## src/rtl/lat_monitor.sv

```systemverilog
// lat_monitor: receive-side latency checker for delayed one-cycle pulse sources.
// A rising edge on start opens a measurement; the matching done pulse closes
// it and reports the latency in cycles, compared against the expectation
// captured at the edge. A missing done raises a one-cycle timeout after
// MAX_WAIT cycles. A done pulse outside a measurement sets the sticky stray flag.
// Optional build macro LAT_MON_STATS_EN: when defined, max_lat tracks the
// largest reported latency since reset. When undefined, max_lat is 0.
// The expectation port is named expect_lat because "expect" is a reserved
// word in SystemVerilog.
module lat_monitor #(
  parameter int CW       = 8,
  parameter int MAX_WAIT = 15
) (
  input  logic          clk,
  input  logic          reset,
  input  logic          start,
  input  logic          done,
  input  logic [CW-1:0] expect_lat,
  output logic          busy,
  output logic          lat_valid,
  output logic [CW-1:0] lat_count,
  output logic          mismatch,
  output logic          timeout,
  output logic          stray,
  output logic [CW-1:0] max_lat
);

  typedef enum logic [1:0] {
    ST_IDLE   = 2'b00,
    ST_WAIT   = 2'b01,
    ST_REPORT = 2'b10
  } state_t;

  localparam logic [CW-1:0] CNT_ONE = {{(CW-1){1'b0}}, 1'b1};
  localparam logic [CW-1:0] MAX_CW  = CW'(MAX_WAIT);

  state_t        state_r;
  state_t        state_next_s;
  logic          start_q_r;
  logic [CW-1:0] cnt_r;
  logic [CW-1:0] exp_q_r;
  logic          edge_s;
  logic          launch_s;
  logic          hit_s;
  logic          expire_s;

  assign edge_s = start & ~start_q_r;

  // Decode the events of the current cycle (done wins over timeout in WAIT).
  always_comb begin
    launch_s = 1'b0;
    hit_s    = 1'b0;
    expire_s = 1'b0;
    if (state_r == ST_IDLE) begin
      launch_s = edge_s;
    end else if (state_r == ST_WAIT) begin
      hit_s    = done;
      expire_s = ~done & (cnt_r == MAX_CW);
    end else begin
      launch_s = 1'b0;
    end
  end

  // Next-state logic; unused encodings fall back to IDLE.
  always_comb begin
    state_next_s = state_r;
    case (state_r)
      ST_IDLE: begin
        if (launch_s) begin
          state_next_s = ST_WAIT;
        end else begin
          state_next_s = ST_IDLE;
        end
      end
      ST_WAIT: begin
        if (hit_s) begin
          state_next_s = ST_REPORT;
        end else if (expire_s) begin
          state_next_s = ST_IDLE;
        end else begin
          state_next_s = ST_WAIT;
        end
      end
      ST_REPORT: state_next_s = ST_IDLE;
      default:   state_next_s = ST_IDLE;
    endcase
  end

  // State register.
  always_ff @(posedge clk) begin
    if (reset) begin
      state_r <= ST_IDLE;
    end else begin
      state_r <= state_next_s;
    end
  end

  // Edge history, latency counter and captured expectation.
  always_ff @(posedge clk) begin
    if (reset) begin
      start_q_r <= 1'b0;
      cnt_r     <= '0;
      exp_q_r   <= '0;
    end else begin
      start_q_r <= start;
      if (launch_s) begin
        exp_q_r <= expect_lat;
        cnt_r   <= CNT_ONE;
      end else if ((state_r == ST_WAIT) && !hit_s && !expire_s) begin
        cnt_r <= cnt_r + CNT_ONE;
      end
    end
  end

  // Registered status outputs; pulses are aligned with the state they describe.
  always_ff @(posedge clk) begin
    if (reset) begin
      busy      <= 1'b0;
      lat_valid <= 1'b0;
      lat_count <= '0;
      mismatch  <= 1'b0;
      timeout   <= 1'b0;
      stray     <= 1'b0;
    end else begin
      busy      <= (state_next_s != ST_IDLE);
      lat_valid <= hit_s;
      timeout   <= expire_s;
      if (hit_s) begin
        lat_count <= cnt_r;
        mismatch  <= (cnt_r != exp_q_r);
      end
      if (done && (state_r != ST_WAIT)) begin
        stray <= 1'b1;
      end
    end
  end

`ifdef LAT_MON_STATS_EN
  // Running maximum of reported latencies, updated alongside lat_count.
  always_ff @(posedge clk) begin
    if (reset) begin
      max_lat <= '0;
    end else if (hit_s && (cnt_r > max_lat)) begin
      max_lat <= cnt_r;
    end
  end
`else
  assign max_lat = '0;
`endif

endmodule

```

## config.mk

```make
export PLATFORM = sky130hd
export DESIGN_NAME = lat_monitor
export DESIGN_NICKNAME = d
export VERILOG_FILES = /design/src/rtl/lat_monitor.sv
export SDC_FILE = /design/constraint.sdc
export NUM_CORES = 1
export LEC_CHECK = 0
export ABC_AREA = 1
export CAP_MARGIN = 30
export CELL_PAD_IN_SITES_DETAIL_PLACEMENT = 1
export CELL_PAD_IN_SITES_GLOBAL_PLACEMENT = 1
export CORE_UTILIZATION = 37
export CTS_CLUSTER_SIZE = 8
export DETAILED_ROUTE_END_ITERATION = 10
export GPL_TIMING_DRIVEN = 0
export PLACE_DENSITY_LB_ADDON = 0.1
export SETUP_SLACK_MARGIN = 0.2
export SLEW_MARGIN = 20
export SYNTH_ARGS = -nofsm -noshare
export SYNTH_HDL_FRONTEND = slang
export SYNTH_SLANG_ARGS = --single-unit
```

## constraint.sdc

```tcl
create_clock -name clk -period 2.7 [get_ports clk]
set_input_delay 0.405 -clock clk [delete_from_list [all_inputs] [get_ports clk]]
set_output_delay 0.405 -clock clk [all_outputs]
set_load 0.02 [all_outputs]
```

After elaboration in Yosys (flattened, before gate mapping)
Index checks and enable logic that the tools add are counted.

operators by class
  equal/unequal tests = 4
  reduce and logical (&&, ||, !) cells = 9
  bitwise gates (word level) = 4
  mux-type cells = 11
  add/subtract/negate cells = 1

operators by type and width
  operator               number
  $mux W1                9
  $add A8 B1 Y8 const B  1
  $eq A8 B4 Y1 const B   1
  $ne A8 B8 Y1           1
  $pmux W2 S2            1
  $reduce_bool A2 Y1     2
  $logic_and A1 B1 Y1    3
  $and A1 B1 Y1          2
  $eq A2 B1 Y1 const B   1
  $logic_not A1 Y1       2
  $logic_not A2 Y1       1
  $mux W2                1
  $ne A2 B1 Y1 const B   1
  $not A1 Y1             2
  $reduce_or A2 Y1       1

storage, ports and cells
  flip-flop bits (word level) = 32
  output and inout bits = 21

Longest topological paths before layout
  depth in word-level cells = 8
  gate-level depth with buffers = 8
  mapped depth without buffers = 8

Worst setup path before layout
Ideal clock, no wire load.

  kind = reg-to-reg
  from = register cnt_r[0]
  to = register cnt_r[0]
  arrival = 1.163 ns
  buffers on the path = 0
  stages on the path, launching flop included = 8
  path slack = 1.481 ns
  required time = 2.644 ns
  cell sequence = dfxtp_1 -> ha_1 -> nand3_2 -> o21ai_4 -> nand2_1 -> nand3_1 -> nand2_1 -> inv_1

on the way
  cells in the longest elaborated chain, start to end = 7

RTL lines
  item                          RTL line  source
  from (decl)                   40        logic [CW-1:0] cnt_r;
  from (signal assigned)        110       cnt_r <= cnt_r + CNT_ONE;
  $eq A8 B4 Y1                  58        expire_s = ~done & (cnt_r == MAX_CW);
  $and A1 B1 Y1                 58
  $mux W1                       56        end else if (state_r == ST_WAIT) begin
  $mux W1                       54        if (state_r == ST_IDLE) begin
  $logic_not A1 Y1              109       end else if ((state_r == ST_WAIT) && !hit_s && !expire_s) begin
  $logic_and A1 B1 Y1           109
  $reduce_bool A2 Y1 (no line)  --

Several ways; a longest one is shown, not always the timed one. The select of a mux whose other input is x is not followed.
A chain may end at the register's enable or synchronous reset.

Worst setup path in the final report
  from = register lat_count[4]
  to = output lat_count[4]

RTL lines
  item                    RTL line  source
  from (decl)             21        output logic [CW-1:0] lat_count,
  from (signal assigned)  129       lat_count <= cnt_r;

No word-level cell between the ends.

==> results.json <==
{
  "status": "complete, no violations",
  "clockBufferDepth": 2,
  "drt-vias-per-instance": 4.76,
  "syn_to_final_growth_pct": 29.0,
  "synth.avg_cell_area_um2": 7.33,
  "skew_ns": 0.00788,
  "drv_cap": 0,
  "ys_types": 26,
  "crit_chain": "clkdlybuf4s50_1",
  "cp.arrival_ns": 1.25,
  "wl_per_cell_um": 13.1,
  "fin_ws_ns": 1.04,
  "power_density_nw_per_um2": 554,
  "pwr-share-comb_pct": 13.8,
  "worstSetupPathType": "flop to output pin",
  "fin_crit_ns": 1.66,
  "yosysSeqAreaShare_pct": 44.4,
  "tritoncts": "yes",
  "switching_share_pct": 26.3,
  "overflow": 0,
  "die_y_um": 64.5,
  "diodes": 0,
  "cts.clk_slew.worst_paths_ns": 0.07,
  "drt_first_pass_iters": 2,
  "grt_usage_pct": 20.8,
  "drc_errors": 0,
  "fin_crit_sh_pct": 61.3,
  "cp_top_family": "buffers and inverters",
  "dp_slack_ns": 0.913,
  "final_cells": 284,
  "cts_hold_buf": 0,
  "ant_nets": 0,
  "numPortBuffers": 24,
  "dp_hpwl_mm": 2.89,
  "drt_iter0_drc": 27,
  "synthFlopType": "dfxtp_1",
  "cts_resized": 0,
  "boundaryPins": 33,
  "power_w": 0.00103,
  "cp_slowest_stage_delay_ns": 0.61,
  "grt_max_degree": 11,
  "synth_edf_count": 0,
  "placed_cells": 276,
  "rows": 22,
  "cts.sinks": 32,
  "critPathLaunchType": "flop",
  "switchingPower_w": 0.000271,
  "worstPathRequired_ns": 2.30,
  "syn_inst": 197,
  "grt_pass1_wl_mm": 6.54,
  "power.share.clock_pct": 36.8,
  "grt_pass1_vias": 1430,
  "rsz0062_at_grt": "false",
  "die-area_um2": 4160,
  "hold_viol_final": 0,
  "p_leak_nw": 0.768,
  "start_util_pct": 39.1,
  "antenna_found_initial": 0,
  "setup_violations": 0,
  "post_cts_buffers": 0,
  "ir_worst_vdd_v": 0.000360,
  "syn-cell-area_um2": 1440,
  "p_int_w": 0.000761,
  "layout-drive-gt1-share_pct": 12.3,
  "crit_path_end_kind": "output pin",
  "worst-path-buf-inv": 1,
  "vias": 1353,
  "root_buffer": "clkbuf_8",
  "synthArstFlopShare_pct": 0,
  "fin_nets": 248,
  "ys_warn_count": 0,
  "worstSkewPairLatency_ns": 0.29,
  "cpMaxStageDelayCell": "clkdlybuf4s50_1",
  "crit_fanout": 2,
  "place_congestion": 0.786,
  "coreArea_um2": 3690,
  "dieWidth_um": 64.5,
  "finalSetupTns_ns": 0,
  "htree_levels": 2,
  "power_frac_seq_pct": 49.4,
  "slew_violations": 0,
  "ys_ff_latch": 32,
  "hp-class": "flop to flop",
  "cts-buffers-inserted": 5,
  "clock.fmax_ghz": 0.604,
  "wirelength_mm": 3.71
}
## cell usage after synthesis, types with 2 or more instances
cell type	count	area share [%]
dfxtp_1	32	44
buf_4	10	5.2
o21ai_0	18	6.2
xor2_1	3	1.8
a21oi_1	19	6.6
nand3_1	7	2.4
inv_1	15	3.9
inv_2	2	0.52
nand2_1	39	10
xnor2_1	3	1.8
nor2_2	2	0.87
nand2_2	3	1.3
nor2_1	31	8.1
## flip-flops by register name, summed over array words and instances, names as in the netlist
name / cells
cnt_r: 8
start_q_r: 1
exp_q_r: 8
lat_count: 8
busy: 1
stray: 1
state_r: 2
timeout: 1
lat_valid: 1
mismatch: 1
## worst paths after layout
| path | from | end | slack [ns] | cells after the start |
|---|---|---|---|---|
| max reg2reg | cnt_r[1] | cnt_r[0] | 1.22 | 7 |
| min reg2reg | exp_q_r[4] | exp_q_r[4] | 0.47 | 2 |
| min | exp_q_r[4] | exp_q_r[4] | 0.47 | 2 |
| max | lat_count[4] | lat_count[4] | 1.04 | 1 |
## metal layers
metal	up-vias	wire, µm	global-route usage [%]
met5	-	0	0
met3	7	118	5.28
met1	640	1630	23.9
li1	685	-	-
met2	21	1910	37.2
met4	0	52	6.67
## stage by stage
stage | cell area, µm² | util [%] | hold WS [ns]
after floorplan | 1470 | - | 0.435
after global placement | 1770 | 48.0 | 0.449
after detailed placement | 1770 | 48.0 | 0.462
after CTS | 1860 | 50.5 | 0.473
after global routing | 1860 | 50.5 | 0.511
final | 1860 | 50.5 | 0.472
## power groups by stage
stage	logic [W]	clock network, W	registers (W)
2_1_floorplan	0.0000811	0	0.000526
3_3_place_gp	0.000138	0	0.000518
3_5_place_dp	0.000143	0	0.000520
4_1_cts	0.000143	0.000393	0.000510
5_1_grt	0.000158	0.000412	0.000512
6_report	0.000142	0.000380	0.000509
## logic make-up (layout without fill, tap and decap cells)
logic type      after synthesis  count (layout)  share of synthesized area, %
compound gates               40              40                          14.7
xor+xnor                      6               6                          3.64
fa+ha+maj                     1               1                         0.866
buf+inv                      30              62                          10.5
flops                        32              32                          44.4
other cells                   1               8                         0.260
simple gates                 87              87                          25.6
## cell type report
type / instances / area [µm²]
buffer: 13 / 87.6
clock buffer: 6 / 82.6
inverter: 17 / 63.8
tap: 48 / 60.1
timing repair buffer: 24 / 240
multi-input combinational: 142 / 678
clock inverter: 2 / 10.0
sequential: 32 / 641
fill: 491 / 1830
## cells in the final DEF, fill, tap and decap left out, types with 6 or more instances in the layout
| cell type | instances |
|---|---|
| nor2_1 | 31 |
| clkbuf_8 | 6 |
| inv_1 | 15 |
| clkdlybuf4s50_1 | 24 |
| buf_4 | 10 |
| a21oi_1 | 19 |
| dfxtp_1 | 32 |
| conb_1 | 8 |
| o21ai_0 | 18 |
| nand2_1 | 39 |
| nand3_1 | 7 |
Note: power is estimated with default switching activity, not from simulation.
